`src/rtl/obstacle_pkg.sv`:
```
// rtl/obstacle_pkg.sv - shared state encoding, sensor timing defaults and width helper
package obstacle_pkg;

    localparam int DIST_W          = 8;

    localparam int TRIG_MIN_CYC    = 100;
    localparam int BURST_DELAY_CYC = 4600;
    localparam int CYC_PER_CM      = 580;
    localparam int MAX_CM          = 200;
    localparam int TIMEOUT_CYC     = 380000;
    localparam int HOLDOFF_CYC     = 1000;

    typedef enum logic [2:0] {
        IDLE,
        TRIG_HI,
        DELAY,
        ECHO,
        HOLDOFF
    } state_t;

    // Bits needed to hold max_count, never less than one.
    function automatic int cnt_w(input int max_count);
        return (max_count <= 1) ? 1 : $clog2(max_count + 1);
    endfunction

endpackage

```
`src/rtl/ultrasonic_echo_emulator_if.sv`:
```
// rtl/ultrasonic_echo_emulator_if.sv - trigger/echo interface between detector and sensor
interface ultrasonic_echo_emulator_if;
    import obstacle_pkg::*;

    logic              ena;
    logic              trig_i;
    logic [DIST_W-1:0] dist_cm_i;
    logic              echo_o;
    logic              busy_o;
    logic              done_o;
    logic              short_trig_o;

    modport master (
        output ena, trig_i, dist_cm_i,
        input  echo_o, busy_o, done_o, short_trig_o
    );

    modport slave (
        input  ena, trig_i, dist_cm_i,
        output echo_o, busy_o, done_o, short_trig_o
    );

endinterface

```
`src/rtl/echo_down_counter.sv`:
```
// rtl/echo_down_counter.sv - loadable down-counter with enable and zero flag
module echo_down_counter #(
    parameter int W = 8
) (
    input  logic         clk,
    input  logic         rst_n,
    input  logic         load,
    input  logic [W-1:0] load_value,
    input  logic         en,
    output logic         zero
);

    logic [W-1:0] count;

    // Load wins over enable; the count parks at zero instead of wrapping.
    always_ff @(posedge clk) begin
        if (!rst_n) begin
            count <= '0;
        end else if (load) begin
            count <= load_value;
        end else if (en && (count != '0)) begin
            count <= count - W'(1);
        end
    end

    assign zero = (count == '0);

endmodule

```
`src/rtl/ultrasonic_echo_emulator.sv`:
```
// rtl/ultrasonic_echo_emulator.sv - HC-SR04 style sensor model returning a distance-coded echo
module ultrasonic_echo_emulator
    import obstacle_pkg::*;
#(
    parameter int TRIG_MIN_CYC    = obstacle_pkg::TRIG_MIN_CYC,
    parameter int BURST_DELAY_CYC = obstacle_pkg::BURST_DELAY_CYC,
    parameter int CYC_PER_CM      = obstacle_pkg::CYC_PER_CM,
    parameter int MAX_CM          = obstacle_pkg::MAX_CM,
    parameter int TIMEOUT_CYC     = obstacle_pkg::TIMEOUT_CYC,
    parameter int HOLDOFF_CYC     = obstacle_pkg::HOLDOFF_CYC
) (
    input logic                       clk,
    input logic                       rst_n,
    ultrasonic_echo_emulator_if.slave bus
);

    localparam int WCNT_W = cnt_w(TRIG_MIN_CYC);
    localparam int SUB_W  = cnt_w(CYC_PER_CM - 1);
    localparam int DLY_W  = cnt_w(BURST_DELAY_CYC - 1);
    localparam int TO_W   = cnt_w(TIMEOUT_CYC - 1);
    localparam int HO_W   = cnt_w(HOLDOFF_CYC - 1);

    state_t            state_q, state_d;
    logic              trig_q;
    logic [WCNT_W-1:0] wcnt_q, wcnt_d;
    logic [SUB_W-1:0]  sub_q, sub_d;
    logic [DIST_W-1:0] dist_q;
    logic              done_q, done_d;
    logic              short_q, short_d;
    logic              latch_dist;

    logic delay_load, delay_en, delay_zero;
    logic cm_load, cm_en, cm_zero;
    logic to_load, to_en, to_zero;
    logic hold_load, hold_en, hold_zero;

    logic rise, fall, in_range, sub_last, echo_end;

    assign rise     = bus.trig_i & ~trig_q;
    assign fall     = ~bus.trig_i & trig_q;
    assign in_range = (dist_q != '0) && (int'(dist_q) <= MAX_CM);
    assign sub_last = (sub_q == SUB_W'(CYC_PER_CM - 1));

    // The cm counter holds the whole centimetres still to go after the current one.
    assign echo_end = in_range ? (sub_last && cm_zero) : to_zero;

    always_ff @(posedge clk) begin
        if (!rst_n) begin
            state_q <= IDLE;
            trig_q  <= 1'b0;
            wcnt_q  <= '0;
            sub_q   <= '0;
            dist_q  <= '0;
            done_q  <= 1'b0;
            short_q <= 1'b0;
        end else begin
            state_q <= state_d;
            trig_q  <= bus.trig_i;
            wcnt_q  <= wcnt_d;
            sub_q   <= sub_d;
            done_q  <= done_d;
            short_q <= short_d;
            if (latch_dist) begin
                dist_q <= bus.dist_cm_i;
            end
        end
    end

    always_comb begin
        state_d    = state_q;
        wcnt_d     = wcnt_q;
        sub_d      = sub_q;
        done_d     = 1'b0;
        short_d    = 1'b0;
        latch_dist = 1'b0;
        delay_load = 1'b0;
        delay_en   = 1'b0;
        cm_load    = 1'b0;
        cm_en      = 1'b0;
        to_load    = 1'b0;
        to_en      = 1'b0;
        hold_load  = 1'b0;
        hold_en    = 1'b0;

        case (state_q)
            IDLE: begin
                if (rise) begin
                    state_d = TRIG_HI;
                    wcnt_d  = WCNT_W'(1);
                end
            end
            TRIG_HI: begin
                if (fall) begin
                    if (wcnt_q >= WCNT_W'(TRIG_MIN_CYC)) begin
                        state_d    = DELAY;
                        latch_dist = 1'b1;
                        delay_load = 1'b1;
                    end else begin
                        state_d = IDLE;
                        short_d = 1'b1;
                    end
                end else if (wcnt_q < WCNT_W'(TRIG_MIN_CYC)) begin
                    wcnt_d = wcnt_q + WCNT_W'(1);
                end
            end
            DELAY: begin
                if (delay_zero) begin
                    state_d = ECHO;
                    sub_d   = '0;
                    cm_load = in_range;
                    to_load = ~in_range;
                end else begin
                    delay_en = 1'b1;
                end
            end
            ECHO: begin
                if (echo_end) begin
                    state_d   = HOLDOFF;
                    done_d    = 1'b1;
                    hold_load = 1'b1;
                end else if (in_range) begin
                    sub_d = sub_last ? '0 : sub_q + SUB_W'(1);
                    cm_en = sub_last;
                end else begin
                    to_en = 1'b1;
                end
            end
            HOLDOFF: begin
                if (hold_zero) begin
                    state_d = IDLE;
                end else begin
                    hold_en = 1'b1;
                end
            end
            default: state_d = IDLE;
        endcase

        if (!bus.ena) begin
            state_d = IDLE;
            done_d  = 1'b0;
            short_d = 1'b0;
        end
    end

    echo_down_counter #(.W(DLY_W)) u_delay_cnt (
        .clk        (clk),
        .rst_n      (rst_n),
        .load       (delay_load),
        .load_value (DLY_W'(BURST_DELAY_CYC - 1)),
        .en         (delay_en),
        .zero       (delay_zero)
    );

    echo_down_counter #(.W(DIST_W)) u_cm_cnt (
        .clk        (clk),
        .rst_n      (rst_n),
        .load       (cm_load),
        .load_value (dist_q - DIST_W'(1)),
        .en         (cm_en),
        .zero       (cm_zero)
    );

    echo_down_counter #(.W(TO_W)) u_timeout_cnt (
        .clk        (clk),
        .rst_n      (rst_n),
        .load       (to_load),
        .load_value (TO_W'(TIMEOUT_CYC - 1)),
        .en         (to_en),
        .zero       (to_zero)
    );

    echo_down_counter #(.W(HO_W)) u_holdoff_cnt (
        .clk        (clk),
        .rst_n      (rst_n),
        .load       (hold_load),
        .load_value (HO_W'(HOLDOFF_CYC - 1)),
        .en         (hold_en),
        .zero       (hold_zero)
    );

    assign bus.echo_o       = (state_q == ECHO);
    assign bus.busy_o       = (state_q == DELAY) || (state_q == ECHO) || (state_q == HOLDOFF);
    assign bus.done_o       = done_q;
    assign bus.short_trig_o = short_q;

endmodule

```
`src/flat_wrapper.sv`:
```
// flat-port wrapper written by rule: the top's interface ports become plain ports
module ultrasonic_echo_emulator_flat import obstacle_pkg::*;
#(
    parameter int TRIG_MIN_CYC    = obstacle_pkg::TRIG_MIN_CYC,
    parameter int BURST_DELAY_CYC = obstacle_pkg::BURST_DELAY_CYC,
    parameter int CYC_PER_CM      = obstacle_pkg::CYC_PER_CM,
    parameter int MAX_CM          = obstacle_pkg::MAX_CM,
    parameter int TIMEOUT_CYC     = obstacle_pkg::TIMEOUT_CYC,
    parameter int HOLDOFF_CYC     = obstacle_pkg::HOLDOFF_CYC
)
  (clk, rst_n, bus_ena, bus_trig_i, bus_dist_cm_i, bus_echo_o, bus_busy_o, bus_done_o, bus_short_trig_o);
  ultrasonic_echo_emulator_if bus_i ();
  input logic clk;
  input logic rst_n;
  input wire logic [$bits(bus_i.ena)-1:0] bus_ena;
  input wire logic [$bits(bus_i.trig_i)-1:0] bus_trig_i;
  input wire logic [$bits(bus_i.dist_cm_i)-1:0] bus_dist_cm_i;
  output wire logic [$bits(bus_i.echo_o)-1:0] bus_echo_o;
  output wire logic [$bits(bus_i.busy_o)-1:0] bus_busy_o;
  output wire logic [$bits(bus_i.done_o)-1:0] bus_done_o;
  output wire logic [$bits(bus_i.short_trig_o)-1:0] bus_short_trig_o;
  assign bus_i.ena = bus_ena;
  assign bus_i.trig_i = bus_trig_i;
  assign bus_i.dist_cm_i = bus_dist_cm_i;
  assign bus_echo_o = bus_i.echo_o;
  assign bus_busy_o = bus_i.busy_o;
  assign bus_done_o = bus_i.done_o;
  assign bus_short_trig_o = bus_i.short_trig_o;
  ultrasonic_echo_emulator #(.TRIG_MIN_CYC(TRIG_MIN_CYC), .BURST_DELAY_CYC(BURST_DELAY_CYC), .CYC_PER_CM(CYC_PER_CM), .MAX_CM(MAX_CM), .TIMEOUT_CYC(TIMEOUT_CYC), .HOLDOFF_CYC(HOLDOFF_CYC)) u_core (.clk(clk), .rst_n(rst_n), .bus(bus_i));
endmodule
```
`config.mk`:
```
export PLATFORM = sky130hd
export DESIGN_NAME = ultrasonic_echo_emulator_flat
export DESIGN_NICKNAME = d
export VERILOG_FILES = /design/src/rtl/obstacle_pkg.sv /design/src/rtl/ultrasonic_echo_emulator_if.sv /design/src/rtl/echo_down_counter.sv /design/src/rtl/ultrasonic_echo_emulator.sv /design/src/flat_wrapper.sv
export SDC_FILE = /design/constraint.sdc
export NUM_CORES = 1
export LEC_CHECK = 0
export ABC_AREA = 1
export CAP_MARGIN = 20
export CORE_ASPECT_RATIO = 0.5
export CORE_UTILIZATION = 50
export CTS_BUF_LIST = sky130_fd_sc_hd__clkbuf_2 sky130_fd_sc_hd__clkbuf_4 sky130_fd_sc_hd__clkbuf_8
export DETAILED_ROUTE_END_ITERATION = 16
export PLACE_DENSITY_LB_ADDON = 0.2
export SLEW_MARGIN = 20
export SYNTH_ARGS = -nofsm -noshare
export SYNTH_HDL_FRONTEND = slang
export SYNTH_SLANG_ARGS = --single-unit
```
`constraint.sdc`:
```
create_clock -name clk -period 3.5 [get_ports clk]
set_input_delay 0.35 -clock clk [delete_from_list [all_inputs] [get_ports clk]]
set_output_delay 0.35 -clock clk [all_outputs]
set_load 0.05 [all_outputs]
```
== Word level (Yosys, flattened, before mapping) ==
Cells that the tools add are included.

* Register bits: 81
* Input bits: 12

* Order comparisons: 3
* Add/subtract/negate cells: 7
* Equal/unequal tests: 14
* Reductions and logical operators: 32
* Bitwise logic cells: 6
* Muxes and demuxes: 45

{| class="wikitable"
|+ Operators with widths
! operator !! count
|-
| 10-bit two-way mux || 6
|-
| 19-bit two-way mux || 2
|-
| 13-bit two-way mux || 2
|-
| 1-bit two-way mux || 21
|-
| 7-bit two-way mux || 3
|-
| 10-bit case mux with 2 select lines || 1
|-
| 19-bit zero test || 1
|-
| 19-bit nonzero test || 1
|-
| 19-bit by 1-bit subtractor with 19-bit output, second input constant || 1
|-
| 8-bit two-way mux || 2
|-
| 8-bit nonzero test || 2
|-
| 8-bit by 1-bit subtractor with 8-bit output, second input constant || 2
|-
| 3-bit two-way mux || 5
|-
| 3-bit case mux with 5 select lines || 1
|-
| 2-bit by 1-bit inequality test with 1-bit output, second input constant || 7
|-
| 7-bit case mux with 2 select lines || 1
|-
| 13-bit zero test || 1
|-
| 13-bit nonzero test || 1
|-
| 13-bit by 1-bit subtractor with 13-bit output, second input constant || 1
|-
| 4-bit AND reduction || 3
|-
| 2-bit nonzero test || 6
|-
| 10-bit by 1-bit adder with 10-bit output, second input constant || 1
|-
| 10-bit == test, second input constant || 1
|-
| 10-bit zero test || 1
|-
| 20 further kinds || 34
|}

== Logic depth before layout (Yosys ltp) ==
* Depth after elaboration: 8
* Depth in mapped cells: 17
* Gate-level depth less buffers: 17

== By module ==
From an unflattened synthesis, not the netlist that was laid out.

* Cell total of the unflattened synthesis: 899
* Area, all modules: 5670.4 µm²

{| class="wikitable"
|+ Modules (own cells, without submodules)
! module !! cells each !! times used !! area each (µm²)
|-
| ultrasonic_echo_emulator || 283 || 1 || 1930.6
|-
| echo_down_counter at u_core.u_timeout_cnt || 243 || 1 || 1440.1
|-
| echo_down_counter at u_core.u_delay_cnt || 153 || 1 || 940.9
|-
| echo_down_counter at u_core.u_holdoff_cnt || 116 || 1 || 758.2
|-
| echo_down_counter at u_core.u_cm_cnt || 104 || 1 || 600.6
|}

== Least setup slack after synthesis ==
Ideal clock, no wire load.

* Kind: register -> register
* Start point: reg u_core.state_q[0]
* End point: reg u_core.u_timeout_cnt.count[10]
* Arrival time: 1858 ps
* Slack: 1526 ps
* Cell stages (with the launch flop): 10
* Path buffers: 0
* Path through: dfxtp_1 inv_2 nor3_4 nand3_2 inv_2 nand4_1 nand2_1 inv_1 o21ai_0 inv_1

* Word-level cells in the longest chain between the ends: 4
* Elaborated cells on any way between the ends: 7
* Those cells by class: eq/ne: 2; mux: 3; reduce/logical: 2

{| class="wikitable"
|+ Ends and longest elaborated chain
! what !! line !! source
|-
| from (decl) || ultrasonic_echo_emulator.sv:23 || <nowiki>state_t state_q, state_d;</nowiki>
|-
| from (signal assigned) || ultrasonic_echo_emulator.sv:57 || <nowiki>state_q <= state_d;</nowiki>
|-
| 3-bit by 2-bit == test with 1-bit output || n/a ||
|-
| net bus_echo_o || flat_wrapper.sv:18 || <nowiki>output wire logic [$bits(bus_i.echo_o)-1:0] bus_echo_o;</nowiki>
|-
| 1-bit two-way mux || ultrasonic_echo_emulator.sv:85 || <nowiki>case (state_q)</nowiki>
|-
| 1-bit logical AND || echo_down_counter.sv:21 || <nowiki>end else if (en && (count != '0)) begin</nowiki>
|-
| 2-bit nonzero test (no line) || n/a ||
|-
| to (signal assigned) || echo_down_counter.sv:20 || <nowiki>count <= load_value;</nowiki>
|-
| to (signal assigned) || echo_down_counter.sv:22 || <nowiki>count <= count - W'(1);</nowiki>
|-
| to (decl) || echo_down_counter.sv:13 || <nowiki>logic [W-1:0] count;</nowiki>
|}

The timed path passes the listed nets, and every way through them passes these cells.
A chain may end at the register's enable or synchronous reset.

== Final worst setup path ==
* Start point: reg u_core.state_q[2]
* End point: out bus_busy_o

* Word-level cells in the longest chain between the ends: 3
* Elaborated cells on any way between the ends: 5
* Those cells by class: eq/ne: 3; reduce/logical: 2

{| class="wikitable"
|+ Ends and longest elaborated chain
! what !! line !! source
|-
| 3-bit by 2-bit == test with 1-bit output || ultrasonic_echo_emulator.sv:182 || <nowiki>assign bus.busy_o = (state_q == DELAY) || (state_q == ECHO) || (state_q == HOLDOFF);</nowiki>
|-
| 1-bit logical OR || ultrasonic_echo_emulator.sv:182 ||
|-
| 1-bit logical OR * || ultrasonic_echo_emulator.sv:182 ||
|-
| to (decl) || flat_wrapper.sv:19 || <nowiki>output wire logic [$bits(bus_i.busy_o)-1:0] bus_busy_o;</nowiki>
|}

Mark *: on every way between the ends. The rest lies on a longest branch, timed or not.

==> flow_summary.toml <==
[drt]
num_vias = 4323
first_iter_violations = 260
first_pass_iters = 5
wl_per_cell_um = 12.2
ant_nets = 0
totalWireLength_mm = 10.2
vias_per_cell = 5.18
drcViolationCount = 0

[yosys]
synthesis.nets = 717
avgSynthCellArea_um2 = 6.63
synth_top_area_cell = "dfxtp_1"
ys_warn_count = 0
ys_seq_area_share_pct = 35.1
yosysTopAreaCellShare_pct = 35.1
async_flop_share_pct = 0
yosysMostFrequentCell = "nand2_1"
synth_edf_count = 0
ys_seq_elements = 81
synth_area_leaders = "dfxtp_1 35%, nand2_1 12%, nor2_1 7.6%"
syn_inst = 696
netlist_top_cells_count = "149 x nand2_1, 94 x nor2_1, 93 x inv_1"
ys.flop_type = "dfxtp_1"
ys_types = 41
synth_area_mm2 = 0.00461

[critical_path]
crit_type = "reg2out"
cp-end-kind = "output port"
required_ns = 3.15
cp.arrival_ns = 2.26
startpoint_type = "register"
path_max_fanout = 5

[pwr]
pwr-share-seq_pct = 48.2
total_power_uw = 2020
power_density_mw_per_mm2 = 399
cellLeakagePower_uw = 0.00232
sw_frac_of_total_pct = 30.0
power_frac_clock_pct = 33.4
p_sw_uw = 606
p_int_uw = 1410
peakVddDrop_mv = 0.222
p_comb_share_pct = 18.4

[timing]
finalMaxSlewViolations = 0
period_needed_ns = 2.61
period_share_pct = 74.6
setup_tns_ns = 0
max_freq_mhz = 383
setup_viol = 0
worstMarginPinSlew_ns = 0.625
rsz0062_at_grt = "false"
relSlewSlack_pct = 58.3
clock_skew_ns = 0.00890
finalHoldViolations = 0

[finish]
nets = 733
n_antenna_cell = 0
multiInputGateArea_mm2 = 0.00255
fillCellCount = 863
register_area_mm2 = 0.00162
area_growth_pct = 9.63
drive_gt1_share_pct = 7.81

[flow_run]
drv_cap = 0

[placement]
gp_congestion = 0.940
port_buffers = 15
dpl.hpwl_mm = 7.70

[global_route]
grt_pass1_vias = 3905
grt_max_degree = 25
antenna_found_initial = 0
gr-usage-all-layers_pct = 23.0
grt_pass1_wl_mm = 17.6
overflow = 0

[clock_network]
cts_max_level = 3
cts_setup_buffers = 0
cts-resized-gates = 0
cts_tree = "yes"
clk_latency_ns = 0.36
numCtsBuffers = 9
clk_pin_slew_ns = 0.08
ctsHoldBuffers = 0
cts_sinks = 81
cts_root_buf = "clkbuf_8"
cts_buffer_depth = 2

[floorplan]
die_w_um = 138
die_y_um = 69.9
io_pins = 16
initial_core_util_pct = 52.3
core_mm2 = 0.00883
dieArea_mm2 = 0.00964
rows = 24

[min_path]
holdCritPathClass = "reg2reg"

[run_status]
status = "complete, no violations"
layer usage:
| metal | track usage (%) | vias to the layer above | part of all wire, % |
|---|---|---|---|
| met1 | 32.6 | 1959 | 53 |
| met4 | 5.56 | 0 | 1.1 |
| met3 | 5.66 | 11 | 3.3 |
| li1 | - | 2291 | - |
| met5 | 0 | - | 0 |
| met2 | 35.0 | 62 | 43 |
layout make-up:
cell class | count | share of cell area (%)
flip-flops and latches | 81 | 32.1
inverters | 103 | 7.64
repair buffers | 17 | 3.26
clock inverters | 6 | 1.16
well taps | 117 | 2.89
clock buffers | 10 | 2.60
multi-input cells | 500 | 50.4
worst paths after layout:
check                                      startpoint                               endpoint  slack, ns  depth (start not counted)
min                     u_core.wcnt_q[6]$_SDFFE_PN0P_          u_core.wcnt_q[6]$_SDFFE_PN0P_       0.48                          2
min reg2reg             u_core.wcnt_q[6]$_SDFFE_PN0P_          u_core.wcnt_q[6]$_SDFFE_PN0P_       0.48                          2
max reg2reg  u_core.u_delay_cnt.count[1]$_SDFFE_PN0P_  u_core.u_cm_cnt.count[6]$_SDFFE_PN0P_       1.16                         15
max                    u_core.state_q[2]$_SDFFE_PN0P_                             bus_busy_o       0.89                          4
through the flow:
step           cell area (um^2)  setup slack (ns)  std cells  hold WS, ns  utilization, %
2_1_floorplan              4610              1.53        696        0.443               -
3_3_place_gp               4870              1.23        818        0.458            55.1
3_5_place_dp               4870              1.25        818        0.476            55.1
4_1_cts                    5060             0.897        834        0.488            57.3
5_1_grt                    5060             0.822        834        0.510            57.3
6_report                   5060             0.888        834        0.484            57.3
state kept, by name, summed over array words and instances, names as in the netlist:
name and cells:
u_core.sub_q 10, u_core.bus.short_trig_o 1, u_core.state_q 3, u_core.u_holdoff_cnt.count 10, u_core.u_delay_cnt.count 13, u_core.u_cm_cnt.count 8, u_core.u_timeout_cnt.count 19, u_core.wcnt_q 7
u_core.dist_q 8, u_core.trig_q 1, u_core.bus.done_o 1
worst max-delay path, stage by stage (launching register included):
cell and delay, ns:
dfxtp_1 0.50, inv_2 0.08, nor3_1 0.27, o21bai_1 0.21, clkdlybuf4s50_1 0.85
cells by family after synthesis:
logic type      share of synthesized area [%]
xor+xnor                                 3.04
simple gates                             35.4
flops                                    35.1
buf+inv                                  9.63
compound gates                           14.3
fa+ha+maj                                2.44
cells in the final DEF, fill, tap and decap left out, types with 5 or more instances in the layout:
master / instances
a21oi_1: 32
a31oi_1: 12
clkbuf_8: 9
clkdlybuf4s50_1: 15
dfxtp_1: 81
ha_1: 9
inv_1: 93
inv_2: 9
nand2_1: 149
nand2_2: 7
nand3_1: 42
nand4_1: 14
nor2_1: 94
nor3_1: 17
nor3b_1: 6
nor4_1: 9
o211ai_1: 5
o21ai_0: 44
o21ai_1: 5
o21bai_1: 7
xor2_1: 12
power by group through the flow:
stage	Clock, uW	Sequential, uW	Combinational, uW
5_1_grt	737	978	421
2_1_floorplan	0	988	284
6_report	675	973	372
3_3_place_gp	0	993	362
3_5_place_dp	0	993	366
4_1_cts	691	972	368
Note: power is estimated with default switching activity, not from simulation.
